===== src/rtl/ps2_rx_fifo.sv =====
// rtl/ps2_rx_fifo.sv - PS/2 receiver: sync/filter, deframe, parity check, FWFT scancode FIFO
module ps2_rx_fifo #(
  parameter int FIFO_DEPTH     = 16,
  parameter int FILTER_LEN     = 4,
  parameter int TIMEOUT_CYCLES = 100000
) (
  input  logic        clk,
  input  logic        rst,
  input  logic        ps2_clk,
  input  logic        ps2_data,
  input  logic        ren,
  output logic [15:0] data_out
);

  localparam int PW  = $clog2(FIFO_DEPTH);
  localparam int CW  = $clog2(FILTER_LEN + 1);
  localparam int TW  = $clog2(TIMEOUT_CYCLES + 1);
  localparam int FLT_LAST = FILTER_LEN - 1;
  localparam int TMO_LAST = TIMEOUT_CYCLES - 1;

  typedef enum logic [1:0] {IDLE, DATA, PARITY, STOP} state_t;

  // index 0 is the PS/2 clock line, index 1 the data line
  logic [1:0]    raw;
  logic [1:0]    sync1, sync2, filt;
  logic [CW-1:0] fcnt [2];
  logic          filt_clk_q;
  logic          fall;

  state_t        state, state_n;
  logic [2:0]    bit_cnt;
  logic [7:0]    shreg;
  logic          par_bit;
  logic [TW-1:0] tmo_cnt;
  logic          tmo_hit;
  logic          push, ferr_evt;

  logic [7:0]    mem [FIFO_DEPTH];
  logic [PW-1:0] wr_ptr, rd_ptr;
  logic [PW:0]   count;
  logic          full, valid, pop, push_ok, ovf_evt;
  logic          ovf_flag, ferr_flag;

  assign raw = {ps2_data, ps2_clk};

  // two-flop synchroniser, then a line only flips after FILTER_LEN agreeing samples
  always_ff @(posedge clk) begin
    if (rst) begin
      sync1      <= 2'b11;
      sync2      <= 2'b11;
      filt       <= 2'b11;
      filt_clk_q <= 1'b1;
      for (int i = 0; i < 2; i++) fcnt[i] <= '0;
    end else begin
      sync1      <= raw;
      sync2      <= sync1;
      filt_clk_q <= filt[0];
      for (int i = 0; i < 2; i++) begin
        if (sync2[i] == filt[i]) begin
          fcnt[i] <= '0;
        end else if (fcnt[i] == FLT_LAST[CW-1:0]) begin
          filt[i] <= sync2[i];
          fcnt[i] <= '0;
        end else begin
          fcnt[i] <= fcnt[i] + 1'b1;
        end
      end
    end
  end

  assign fall    = filt_clk_q & ~filt[0];
  assign tmo_hit = (state != IDLE) && !fall && (tmo_cnt == TMO_LAST[TW-1:0]);

  // deframe state register
  always_ff @(posedge clk) begin
    if (rst) state <= IDLE;
    else     state <= state_n;
  end

  // deframe next state; a stalled frame is abandoned before any edge is considered
  always_comb begin
    state_n  = state;
    push     = 1'b0;
    ferr_evt = 1'b0;
    if (tmo_hit) begin
      state_n  = IDLE;
      ferr_evt = 1'b1;
    end else if (fall) begin
      case (state)
        IDLE:    if (!filt[1]) state_n = DATA;
        DATA:    if (bit_cnt == 3'd7) state_n = PARITY;
        PARITY:  state_n = STOP;
        STOP: begin
          state_n = IDLE;
          if (filt[1] && (^{shreg, par_bit})) push = 1'b1;
          else                                 ferr_evt = 1'b1;
        end
        default: state_n = IDLE;
      endcase
    end
  end

  // frame datapath: bit shifter, parity capture, inter-edge timeout counter
  always_ff @(posedge clk) begin
    if (rst) begin
      bit_cnt <= '0;
      shreg   <= '0;
      par_bit <= 1'b0;
      tmo_cnt <= '0;
    end else begin
      if (fall || state == IDLE || tmo_hit) tmo_cnt <= '0;
      else                                  tmo_cnt <= tmo_cnt + 1'b1;
      if (fall && !tmo_hit) begin
        case (state)
          IDLE: bit_cnt <= '0;
          DATA: begin
            shreg   <= {filt[1], shreg[7:1]};
            bit_cnt <= bit_cnt + 1'b1;
          end
          PARITY:  par_bit <= filt[1];
          default: ;
        endcase
      end
    end
  end

  assign full    = (count == FIFO_DEPTH[PW:0]);
  assign valid   = (count != '0);
  assign pop     = ren && valid;
  assign push_ok = push && (!full || pop);
  assign ovf_evt = push && full && !pop;

  // FIFO storage; contents need no reset since count gates visibility
  always_ff @(posedge clk) begin
    if (push_ok) mem[wr_ptr] <= shreg;
  end

  // FIFO pointers, occupancy and sticky flags (a set event beats the ren clear)
  always_ff @(posedge clk) begin
    if (rst) begin
      wr_ptr    <= '0;
      rd_ptr    <= '0;
      count     <= '0;
      ovf_flag  <= 1'b0;
      ferr_flag <= 1'b0;
    end else begin
      if (push_ok) wr_ptr <= wr_ptr + 1'b1;
      if (pop)     rd_ptr <= rd_ptr + 1'b1;
      case ({push_ok, pop})
        2'b10:   count <= count + 1'b1;
        2'b01:   count <= count - 1'b1;
        default: count <= count;
      endcase
      ovf_flag  <= ovf_evt  | (ovf_flag  & ~ren);
      ferr_flag <= ferr_evt | (ferr_flag & ~ren);
    end
  end

  assign data_out = {valid, ovf_flag, ferr_flag, 5'b00000, valid ? mem[rd_ptr] : 8'h00};

endmodule


===== config.mk =====
export PLATFORM = sky130hd
export DESIGN_NAME = ps2_rx_fifo
export DESIGN_NICKNAME = d
export VERILOG_FILES = /design/src/rtl/ps2_rx_fifo.sv
export SDC_FILE = /design/constraint.sdc
export NUM_CORES = 1
export LEC_CHECK = 0
export BUFFER_PORTS_ARGS = -buffer_cell sky130_fd_sc_hd__buf_2
export CELL_PAD_IN_SITES_DETAIL_PLACEMENT = 1
export CELL_PAD_IN_SITES_GLOBAL_PLACEMENT = 2
export CORE_ASPECT_RATIO = 0.5
export CORE_UTILIZATION = 49
export CTS_CLUSTER_SIZE = 28
export DETAILED_ROUTE_END_ITERATION = 10
export GPL_TIMING_DRIVEN = 0
export PLACE_DENSITY = 0.82
export SLEW_MARGIN = 30
export SYNTH_ARGS = -nofsm -noshare
export SYNTH_HDL_FRONTEND = slang
export SYNTH_SLANG_ARGS = --single-unit

===== constraint.sdc =====
create_clock -name clk -period 9.54 [get_ports clk]
set_input_delay 1.431 -clock clk [delete_from_list [all_inputs] [get_ports clk]]
set_output_delay 1.431 -clock clk [all_outputs]
set_load 0.05 [all_outputs]

==> summary.txt, run 1 <==
Timing
  • Smallest hold slack: between 0.4 and 0.5 ns
  • Pin slew with the least headroom to its limit: between 0.9 and 1 ns
  • Fin. max-slew vios: 0
  • Setup repair after global routing missed its margin: false
  • Total count of hold-check failures in the final report: 0
  • Highest Clock Rate: approximately 230 MHz
  • Setup-violating endpoint count in the final report: 0
  • Worst slew margin relative to its limit: 37.8%
  • Share of the clock period used by the worst path: 45.9%
  • Post-layout min period: 4.38 ns
  • Sum of negative setup slack: 0 ns
  • Largest clock skew in the final design: 0.0142 ns

Detailed routing
  • Iteration count of the initial detailed-routing pass: 5
  • Post-route DRC: 0
  • Vias per inst: roughly 5.5
  • Count of routing violations after the opening detailed-route iteration: 195
  • Remaining number of nets flagged by the antenna check after routing: 0
  • Total detailed-routing wirelength: 16.5 mm
  • Routed wire length per instance: 20.8 um
  • Vias after detailed routing: 4382

Clock tree
  • Clock insertion delay at the later pin of the skew report: ~0.44 ns
  • CTS root buf: sky130_fd_sc_hd__clkbuf_16
  • Clock-pin slew on the worst setup and hold paths: 0.07 ns
  • CTS Hold Buffers Added: 0
  • TritonCTS sink count: 191
  • Post-CTS Resized: 0
  • Deepest clock path buffer count: 2
  • Setup bufs post-CTS: 0
  • H-tree Lvls: 4
  • TritonCTS clock tree: built
  • Num CTS Buffers: 17

Placement
  • Post-placement cell area: 8320 sq um
  • RePlAce Congestion: approximately 0.74
  • Count of port buffers added during placement: 15
  • Post-detailed-placement half-perimeter wirelength: 11.0 mm

Layout
  • Number of diodes: 0
  • Commonest non-fill, non-tap cells in the layout: sky130_fd_sc_hd__edfxtp_1 (134), sky130_fd_sc_hd__dfxtp_1 (57), sky130_fd_sc_hd__nor2_1 (55)
  • Share of layout cells above drive strength 1: between 15 and 20%
  • Sequential cell area: 5160 sq um
  • Total non-filler cell area in the finished layout: 8920 sq um
  • Commonest non-fill, non-tap cell in the layout: sky130_fd_sc_hd__edfxtp_1
  • Layout overhead on the synthesized area: 12.4%
  • Area taken by multi-input logic gates: 2630 sq um
  • Final net count: about 600
  • Fillcell total: between 1500 and 2000

Worst setup path
  • Slowest stage delay, CP: 0.61 ns
  • Critical path capture point type: primary output
  • Crit Path Category: register to primary output
  • Critical-path top delay cell: sky130_fd_sc_hd__mux4_2
  • Sort of element at the start of the critical path: register
  • Data required time at the worst endpoint: 8.11 ns
  • Worst-path fanout max: 10
  • Worst EP arrival: slightly below 3 ns
  • CP Cell Sequence: clkbuf_1 -> buf_2 -> mux4_2 -> mux4_2 -> and2_1 -> buf_2

Power and ir drop
  • Combinational power share: 12.7%
  • Worst vdd rail ir drop: approximately 130 uV
  • Power per cell area: around 210 nW/um^2
  • Switching part of the total power: 25.7%
  • Sw Pwr: 0.479 mW
  • Internal power contribution: around 1.4 mW
  • Portion of total power attributed to the clock network: 39.5%
  • Leakage power total: 3.09 nW
  • Relative contribution of sequential cells to total power: 47.8%

Synthesis
  • Mux share of post-synthesis cell area: a little over an eighth
  • FF+latch count, synth: 191
  • Fraction of post-synthesis cell area in the top cell type by area: around 50%
  • Fraction of synthesized cell area in xor and xnor cells: approximately 3.9%
  • Area leader, netlist: sky130_fd_sc_hd__edfxtp_1
  • Post-synthesis simple-gate area fraction: 9.49%
  • Post-synthesis instance total: 533
  • Predominant post-synthesis flop cell: sky130_fd_sc_hd__edfxtp_1
  • Portion of the post-synthesis area used by sequential elements: 65.1%
  • Async SR Flop Fraction: 0%
  • Main combinational cell family by area after synthesis: multiplexers
  • Leading post-synthesis cells by cell area: sky130_fd_sc_hd__edfxtp_1 (51%), sky130_fd_sc_hd__dfxtp_1 (14%), sky130_fd_sc_hd__mux4_2 (11%)
  • Complex-gate fraction of the synthesized area: 2.57%
  • Average footprint of a synthesized cell: 14.9 sq um
  • Synth warn: 0
  • Adder-cell share of the synthesized area: between 3 and 4%
  • Post-Synthesis Cell Area: 7930 sq um
  • Number of distinct library cells after synthesis: 48
  • Number of enable flip-flop cells after synthesis: 134

GRT
  • Overflow left after global routing: 0
  • Number of global-route vias before repair: 4546
  • Pin count of the biggest net entering global routing: 21
  • Aggregate global-route resource usage: 21.6%
  • Antenna violations before repair: 0
  • Wire length of the first global-routing pass: 26.0 mm

Status
  • Status: finished clean

Job
  • Total of max-cap violations: 0

Floorplanning
  • Core Region: 15600 sq um
  • Area of the die: 16700 sq um
  • Die extent in y: 92.0 um
  • Number of placed I/O pins: 21
  • Row count: 32
  • Horizontal die dimension: between 150 and 200 um
  • Starting density of the core: 50.8%

Min path
  • Hold Path Class: register to register
==> worst max-delay path, delay by kind of cell, from the launching register on <==
kind / cells / cell delay, ns
flip-flops: 1 / 0.31
buffers and inverters: 3 / 0.92
multiplexers: 2 / 1.12
AND/OR/NAND/NOR: 1 / 0.17
==> kinds of logic (layout without fill, tap and decap cells) <==
group | Yosys count | in the layout
other cells | 2 | 11
mux | 52 | 52
simple gates | 162 | 162
buf+inv | 43 | 90
xor+xnor | 30 | 30
compound gates | 33 | 33
fa+ha+maj | 20 | 20
flops | 191 | 191
==> sequential cells by signal (all words and copies together) (netlist names), named ones only <==
| register | count |
|---|---|
| ferr_flag | 1 |
| filt | 2 |
| rd_ptr | 4 |
| mem | 128 |
| par_bit | 1 |
| sync1 | 2 |
| fcnt | 6 |
| state | 2 |
| bit_cnt | 3 |
| sync2 | 2 |
| ovf_flag | 1 |
| wr_ptr | 4 |
| shreg | 8 |
| count | 5 |
| filt_clk_q | 1 |
| tmo_cnt | 17 |
==> final cells by class <==
type                       count  area share [%]
tap                          204            2.86
clock inverter                14            1.91
clock buffer                  18            4.81
multi-input combinational    308            29.5
inverter                      14           0.589
sequential                   191            57.9
buffer                        29            1.60
timing repair buffer          15           0.842
==> routing by layer <==
layer,vias to the layer above,GRT usage [%],share of wire [%],wire [um]
met5,-,0,0,0
met4,0,8.19,1.9,315
met3,21,4.69,5.3,874
met2,100,35.2,48,7870
met1,2215,28.8,45,7420
li1,2046,-,-,-
==> stage by stage <==
| step | total power, mW | utilization (%) | instances | setup WS (ns) |
|---|---|---|---|---|
| finish | 1.86 | 57.1 | 793 | 5.16 |
| floorplan | 1.09 | - | 542 | 6.00 |
| global route | 1.92 | 57.1 | 793 | 4.99 |
| detailed placement | 1.15 | 53.3 | 761 | 5.59 |
| global placement | 1.14 | 53.1 | 761 | 5.62 |
| CTS | 1.88 | 57.1 | 793 | 5.07 |
==> path summary, 6_finish.rpt <==
| check | start | cells past startpoint | endpoint | slack [ns] |
|---|---|---|---|---|
| worst max-delay path | register | 6 | data_out[0] | 5.16 |
| worst min-delay path | sync1[0]$_SDFF_PP1_ | 1 | sync2[0]$_SDFF_PP1_ | 0.41 |
| worst max register to register | shreg[6]$_SDFFE_PP0P_ | 10 | count[4]$_SDFFE_PP0P_ | 5.84 |
| worst min register to register | sync1[0]$_SDFF_PP1_ | 1 | sync2[0]$_SDFF_PP1_ | 0.41 |
==> synthesized netlist by cell type, types with 2 or more instances <==
cell type and number:
sky130_fd_sc_hd__edfxtp_1 134, sky130_fd_sc_hd__dfxtp_1 57, sky130_fd_sc_hd__nor2_1 55, sky130_fd_sc_hd__nand2_1 42
sky130_fd_sc_hd__mux4_2 40, sky130_fd_sc_hd__ha_1 19, sky130_fd_sc_hd__a21oi_1 18, sky130_fd_sc_hd__clkbuf_1 17
sky130_fd_sc_hd__xnor2_1 15, sky130_fd_sc_hd__nand3_1 14, sky130_fd_sc_hd__inv_1 13, sky130_fd_sc_hd__xor2_1 12
sky130_fd_sc_hd__and2_1 10, sky130_fd_sc_hd__nor3_1 10, sky130_fd_sc_hd__buf_4 8, sky130_fd_sc_hd__mux2i_1 7
sky130_fd_sc_hd__and3_1 5, sky130_fd_sc_hd__nand4_1 5, sky130_fd_sc_hd__or2_2 5, sky130_fd_sc_hd__nand2b_1 4
sky130_fd_sc_hd__o21ai_0 4, sky130_fd_sc_hd__or3_1 4, sky130_fd_sc_hd__a22oi_1 3, sky130_fd_sc_hd__buf_2 3
sky130_fd_sc_hd__a21o_1 2, sky130_fd_sc_hd__conb_1 2, sky130_fd_sc_hd__mux2_2 2, sky130_fd_sc_hd__nor2b_1 2
sky130_fd_sc_hd__o2111a_1 2
==> power by group through the flow <==
| stage | Clock, mW | Combinational [mW] | Sequential [mW] |
|---|---|---|---|
| finish | 0.736 | 0.236 | 0.889 |
| global route | 0.772 | 0.254 | 0.890 |
| CTS | 0.745 | 0.240 | 0.889 |
| detailed placement | 0 | 0.238 | 0.908 |
| global placement | 0 | 0.234 | 0.908 |
| floorplan | 0 | 0.186 | 0.906 |
No activity file was read; power rests on OpenSTA's default activity.
==> run 2, diff against run 1 <==
Settings changed: CORE_UTILIZATION 49 to 46, PLACE_DENSITY 0.82 to 0.77.
Clock period 9.54 ns to 4.35 ns, I/O delays scaled along.
==> run 2 against run 1 <==
  * Flip-flop and latch count did not move
  * Highest routed layer unchanged
  * Critical path type is now register to register
  * Non-clock buffer count stayed put
  * Via count shrank 1.0%
  * Largest power group unchanged
  * Critical path depth grew 4
==> summary.txt, run 2 (synthesized netlist as in run 1, its figures left out) <==
Timing
  • Post-layout min period: 3.63 ns
  • Highest Clock Rate: 276 MHz
  • Share of the clock period used by the worst path: a little over four fifths
  • Worst slew margin relative to its limit: 41.4%
  • Setup-violating endpoint count in the final report: 0
  • Total count of hold-check failures in the final report: 0
  • Sum of negative setup slack: 0 ns
  • Fin. max-slew vios: 0
  • Largest clock skew in the final design: 0.00902 ns
  • Setup repair after global routing missed its margin: false
  • Pin slew with the least headroom to its limit: about 0.88 ns
  • Worst-case setup margin in the final layout: roughly 0.72 ns

Worst setup path
  • Data required time at the worst endpoint: around 4.7 ns
  • Worst-path fanout max: 19
  • Worst EP arrival: about 4.0 ns
  • Sort of element at the start of the critical path: register
  • Critical path capture point type: register
  • Crit Path Category: register to register

Clock tree
  • Num CTS Buffers: 17
  • H-tree Lvls: 4
  • Clock insertion delay at the later pin of the skew report: 0.43 ns
  • TritonCTS sink count: 191
  • Setup bufs post-CTS: 0
  • CTS Hold Buffers Added: 0
  • TritonCTS clock tree: built
  • Post-CTS Resized: 0
  • CTS root buf: sky130_fd_sc_hd__clkbuf_16
  • Clock-pin slew on the worst setup and hold paths: 0.07 ns
  • Deepest clock path buffer count: 2

Floorplanning
  • Number of placed I/O pins: 21
  • Horizontal die dimension: 188 um
  • Die extent in y: 94.9 um
  • Core Region: ~17000 sq um
  • Row count: 33
  • Area of the die: 17800 sq um
  • Starting density of the core: between 40% and 50%

GRT
  • Most crowded layer after global routing: met2
  • Wire length of the first global-routing pass: 25.5 mm
  • Fraction of met1 tracks used by global routing: 26.6%
  • Number of global-route vias before repair: 4435
  • Antenna violations before repair: 0
  • Met3 layer usage reported by global route: 3.90%
  • Pin count of the biggest net entering global routing: 21
  • Aggregate global-route resource usage: 19.8%
  • Met2 demand-to-capacity share in global routing: between 30% and 40%
  • Overflow left after global routing: 0

Layout
  • Leading registers by flop count: mem x128, tmo_cnt x17, shreg x8
  • Area taken by multi-input logic gates: around 2600 sq um
  • Largest register FFs: ~130
  • Final net count: 601
  • Fillcell total: approximately 1600
  • Number of diodes: 0
  • Share of layout cells above drive strength 1: 19.5%
  • Layout overhead on the synthesized area: 12.2%
  • Commonest non-fill, non-tap cell in the layout: sky130_fd_sc_hd__edfxtp_1
  • Sequential cell area: between 5000 and 6000 sq um
  • Commonest non-fill, non-tap cells in the layout: sky130_fd_sc_hd__edfxtp_1 (134), sky130_fd_sc_hd__dfxtp_1 (57), sky130_fd_sc_hd__nor2_1 (54)
  • Most flop-heavy register: mem

Detailed routing
  • Routed wire length per instance: between 15 and 20 um
  • Iteration count of the initial detailed-routing pass: 4
  • Remaining number of nets flagged by the antenna check after routing: 0
  • Post-route DRC: 0
  • Vias after detailed routing: 4337
  • Vias per inst: 5.31
  • Total detailed-routing wirelength: 16.3 mm
  • Count of routing violations after the opening detailed-route iteration: 249

Status
  • Status: finished clean

Power and ir drop
  • Worst vdd rail ir drop: 293 uV
  • Power per cell area: 444 nW/um^2
  • Leakage power total: roughly 3 nW

Placement
  • Count of port buffers added during placement: 15
  • Post-detailed-placement half-perimeter wirelength: between 10 and 15 mm
  • RePlAce Congestion: 0.750
  • Worst-case setup slack after placement: 0.720 ns

Job
  • Total of max-cap violations: 0

Min path
  • Hold Path Class: input pin to register
[run 2: changes by cell type in the layout (fill, tap and decap cells not counted)]
cell	before	now
sky130_fd_sc_hd__inv_8	5	3
sky130_fd_sc_hd__clkinv_4	1	3
sky130_fd_sc_hd__inv_6	2	4
sky130_fd_sc_hd__clkinvlp_4	3	2
sky130_fd_sc_hd__clkinv_1	1	2
sky130_fd_sc_hd__bufinv_16	2	0
sky130_fd_sc_hd__nor2_2	0	1
sky130_fd_sc_hd__nor2_1	55	54
sky130_fd_sc_hd__clkinv_2	1	2
sky130_fd_sc_hd__clkbuf_1	18	17
[run 2: cell type report]
| class | count | area share (%) |
|---|---|---|
| clock buffer | 17 | 4.78 |
| sequential | 191 | 58.0 |
| timing repair buffer | 15 | 0.844 |
| multi-input combinational | 308 | 29.6 |
| clock inverter | 15 | 1.39 |
| inverter | 14 | 0.591 |
| buffer | 29 | 1.60 |
| tap | 227 | 3.19 |
[run 2: path summary, 6_finish.rpt]
| kind | endpoint | from | depth (start not counted) | slack [ns] |
|---|---|---|---|---|
| max | count[4]$_SDFFE_PP0P_ | shreg[5]$_SDFFE_PP0P_ | 10 | 0.72 |
| min | sync1[1]$_SDFF_PP1_ | ps2_data | 2 | 0.40 |
| max reg2reg | count[4]$_SDFFE_PP0P_ | shreg[5]$_SDFFE_PP0P_ | 10 | 0.72 |
| min reg2reg | sync2[0]$_SDFF_PP1_ | sync1[0]$_SDFF_PP1_ | 1 | 0.41 |
[run 2: worst max-delay path, stage by stage, from the launching register on]
cell and delay, ns:
sky130_fd_sc_hd__dfxtp_1 0.81, sky130_fd_sc_hd__xor2_1 0.15, sky130_fd_sc_hd__xnor3_2 0.53, sky130_fd_sc_hd__mux2i_4 0.31
sky130_fd_sc_hd__and2b_1 0.28, sky130_fd_sc_hd__fa_1 0.41, sky130_fd_sc_hd__a21o_1 0.20, sky130_fd_sc_hd__a21oi_1 0.20
sky130_fd_sc_hd__nor2_1 0.07, sky130_fd_sc_hd__a2bb2oi_1 0.20, sky130_fd_sc_hd__mux2_2 0.35
[run 2: report_power, final]
part           total, mW  switching, mW  internal [mW]
logic              0.516          0.294          0.223
registers           1.95         0.0155           1.94
clock network       1.48          0.732          0.749
[run 2: per-layer routing]
metal / wire, um / share of wire [%] / vias to the layer above
li1: - / - / 2035
met1: 7800 / 48 / 2228
met2: 7860 / 48 / 62
met3: 427 / 2.6 / 12
met4: 165 / 1.0 / 0
met5: 0 / 0 / -
[run 2: through the flow]
stage | cell area, sq um | power (mW) | util, % | hold WS (ns) | std cells
after CTS | 8900 | 3.99 | 53.6 | 0.387 | 816
after global routing | 8900 | 4.09 | 53.6 | 0.390 | 816
after floorplan | 7970 | 2.39 | - | 0.389 | 542
after global placement | 8330 | 2.51 | 50.2 | 0.392 | 784
final | 8900 | 3.95 | 53.6 | 0.401 | 816
after detailed placement | 8350 | 2.52 | 50.3 | 0.399 | 784
==> run 3, diff against run 2 <==
Settings changed: CORE_UTILIZATION 46 to 41, PLACE_DENSITY 0.77 to 0.73.
Clock period 4.35 ns to 3.2 ns, I/O delays scaled along.
==> run 3 against run 2 <==
  * Register-to-register slack got worse by 0.53 ns
  * Final area increased by 2.8%
  * Clock-buffer cell count up 1
==> summary.txt, run 3 (synthesized netlist as in run 1, its figures left out) <==
Timing
  • Fin. max-slew vios: 0
  • Highest Clock Rate: ~320 MHz
  • Share of the clock period used by the worst path: 96.5%
  • Pin slew with the least headroom to its limit: 0.898 ns
  • Total count of hold-check failures in the final report: 0
  • Setup repair after global routing missed its margin: false
  • Worst-case setup margin in the final layout: 0.113 ns
  • Largest clock skew in the final design: 0.0142 ns
  • Post-layout min period: 3.09 ns
  • Setup-violating endpoint count in the final report: 0
  • Worst slew margin relative to its limit: about 40%

Floorplanning
  • Horizontal die dimension: roughly 200 um
  • Area of the die: roughly 20000 sq um
  • Row count: 35
  • Die extent in y: 100 um
  • Core Region: approximately 19000 sq um
  • Number of placed I/O pins: 21
  • Starting density of the core: 42.5%

Power and ir drop
  • Switching part of the total power: a little over a quarter
  • Combinational power share: between 10 and 15%
  • Leakage power total: 3.19 nW
  • Sw Pwr: 1.47 mW
  • Portion of total power attributed to the clock network: 38.6%
  • Relative contribution of sequential cells to total power: 48.5%
  • Internal power contribution: approximately 4.0 mW
  • Power per cell area: 598 nW/um^2
  • Worst vdd rail ir drop: ~370 uV

Worst setup path
  • Crit Path Category: register to primary output
  • Reg2Reg Launch Point: shreg[1]$_SDFFE_PP0P_
  • Critical path capture point type: primary output
  • Timing endpoint of the critical path: data_out[6]
  • Sort of element at the start of the critical path: register
  • Most common cell type on the critical path: sky130_fd_sc_hd__mux4_2
  • Data required time at the worst endpoint: 2.72 ns
  • Endpoint of the most critical register-to-register path: count[4]$_SDFFE_PP0P_
  • Worst EP arrival: 2.61 ns
  • Slowest stage delay, CP: 0.59 ns
  • Count of cells along the worst register-to-register path: 10
  • R2r setup slk: 0.19 ns
  • CP Cell Sequence: buf_4 -> mux4_2 -> mux4_2 -> and2_1 -> buf_2
  • Critical-path top delay cell: sky130_fd_sc_hd__mux4_2
  • Worst-path fanout max: 10

GRT
  • Wire length of the first global-routing pass: 26.2 mm
  • Antenna violations before repair: 0
  • Pin count of the biggest net entering global routing: 21
  • Number of global-route vias before repair: 4542
  • Overflow left after global routing: 0
  • Aggregate global-route resource usage: ~18%

Placement
  • Post-detailed-placement half-perimeter wirelength: between 10 and 15 mm
  • Worst-case setup slack after placement: -0.467 ns
  • Number of placed instances, taps included: 816
  • RePlAce Congestion: 0.741
  • Count of port buffers added during placement: 15

Layout
  • Final net count: ~600
  • Share of layout cells above drive strength 1: 23.8%
  • Largest register FFs: 128
  • Most flop-heavy register: mem
  • Commonest non-fill, non-tap cells in the layout: sky130_fd_sc_hd__edfxtp_1 (134), sky130_fd_sc_hd__nor2_1 (55), sky130_fd_sc_hd__dfxtp_1 (48)
  • Commonest non-fill, non-tap cell in the layout: sky130_fd_sc_hd__edfxtp_1
  • Number of standard cells in the final layout excluding fillers: between 800 and 900
  • Leading registers by flop count: mem x128, tmo_cnt x17, shreg x8
  • Number of diodes: 0
  • Layout overhead on the synthesized area: 15.2%

Clock tree
  • H-tree Lvls: 4
  • Num CTS Buffers: 17
  • Deepest clock path buffer count: 2
  • TritonCTS sink count: 191
  • Clock insertion delay at the later pin of the skew report: between 0.4 and 0.5 ns
  • Clock-pin slew on the worst setup and hold paths: ~0.07 ns
  • CTS Hold Buffers Added: 0
  • CTS root buf: sky130_fd_sc_hd__clkbuf_16
  • TritonCTS clock tree: built

Status
  • Status: finished clean

Detailed routing
  • Vias per inst: 5.07
  • Post-route DRC: 0
  • Iteration count of the initial detailed-routing pass: 4
  • Vias after detailed routing: 4366
  • Remaining number of nets flagged by the antenna check after routing: 0
  • Count of routing violations after the opening detailed-route iteration: around 250
  • Total detailed-routing wirelength: 16.6 mm
  • Routed wire length per instance: 19.3 um

Min path
  • Hold Path Class: input pin to register

Job
  • Total of max-cap violations: 0
run 3: stage by stage:
stage	area [sq um]	hold WS (ns)	TNS, ns	power, mW	utilization [%]
2_1_floorplan	7970	0.389	0	3.26	-
3_3_place_gp	8370	0.393	-9.19	3.41	44.8
3_5_place_dp	8390	0.396	-2.67	3.42	45.0
4_1_cts	9040	0.215	-0.0255	5.53	48.5
5_1_grt	9140	0.229	0	5.66	49.0
6_report	9140	0.227	0	5.47	49.0
run 3: layer usage:
metal	track usage (%)	share of wire, %	vias up
met1	24.3	48	2228
met5	0	0	-
met4	6.09	1.3	0
li1	-	-	2075
met2	29.9	48	48
met3	3.73	3.1	15
run 3: how the worst min path moves through the flow:
stage | start | end | slack [ns] | cells past startpoint
floorplan | sync1[0]$_SDFF_PP1_ | sync2[0]$_SDFF_PP1_ | 0.39 | 1
global placement | sync1[1]$_SDFF_PP1_ | sync2[1]$_SDFF_PP1_ | 0.39 | 1
detailed placement | sync1[1]$_SDFF_PP1_ | sync2[1]$_SDFF_PP1_ | 0.40 | 1
CTS | ps2_data | sync1[1]$_SDFF_PP1_ | 0.21 | 2
global route | ps2_data | sync1[1]$_SDFF_PP1_ | 0.23 | 2
finish | ps2_data | sync1[1]$_SDFF_PP1_ | 0.23 | 2
run 3: layout make-up:
cell class	count	area (sq um)
Fill cell	1875	9510
Tap cell	259	324
Inverter	14	52.6
Clock buffer	18	429
Timing Repair Buffer	29	180
Multi-Input combinational cell	308	2650
Buffer	28	154
Clock inverter	14	163
Sequential cell	191	5200
run 3: power by group through the flow:
| stage | combinational [mW] | sequential, mW | clock, mW |
|---|---|---|---|
| 4_1_cts | 0.716 | 2.66 | 2.15 |
| 2_1_floorplan | 0.553 | 2.70 | 0 |
| 5_1_grt | 0.763 | 2.66 | 2.24 |
| 6_report | 0.706 | 2.66 | 2.11 |
| 3_5_place_dp | 0.713 | 2.71 | 0 |
| 3_3_place_gp | 0.705 | 2.71 | 0 |
run 3: repair_timing:
action / 4_1_cts / 5_1_grt
pin swaps: 0 / 1
setup buffers: 3 / 11
endpoints found under the setup margin: 93 / 1
gates resized for setup: 23 / 4
run 3: worst max-delay path: cells and delay by family, from the launching register on:
| family | cells | cell delay (ns) |
|---|---|---|
| and+or+nand+nor | 1 | 0.17 |
| DFF | 1 | 0.43 |
| buffers and inverters | 2 | 0.49 |
| muxes | 2 | 1.08 |
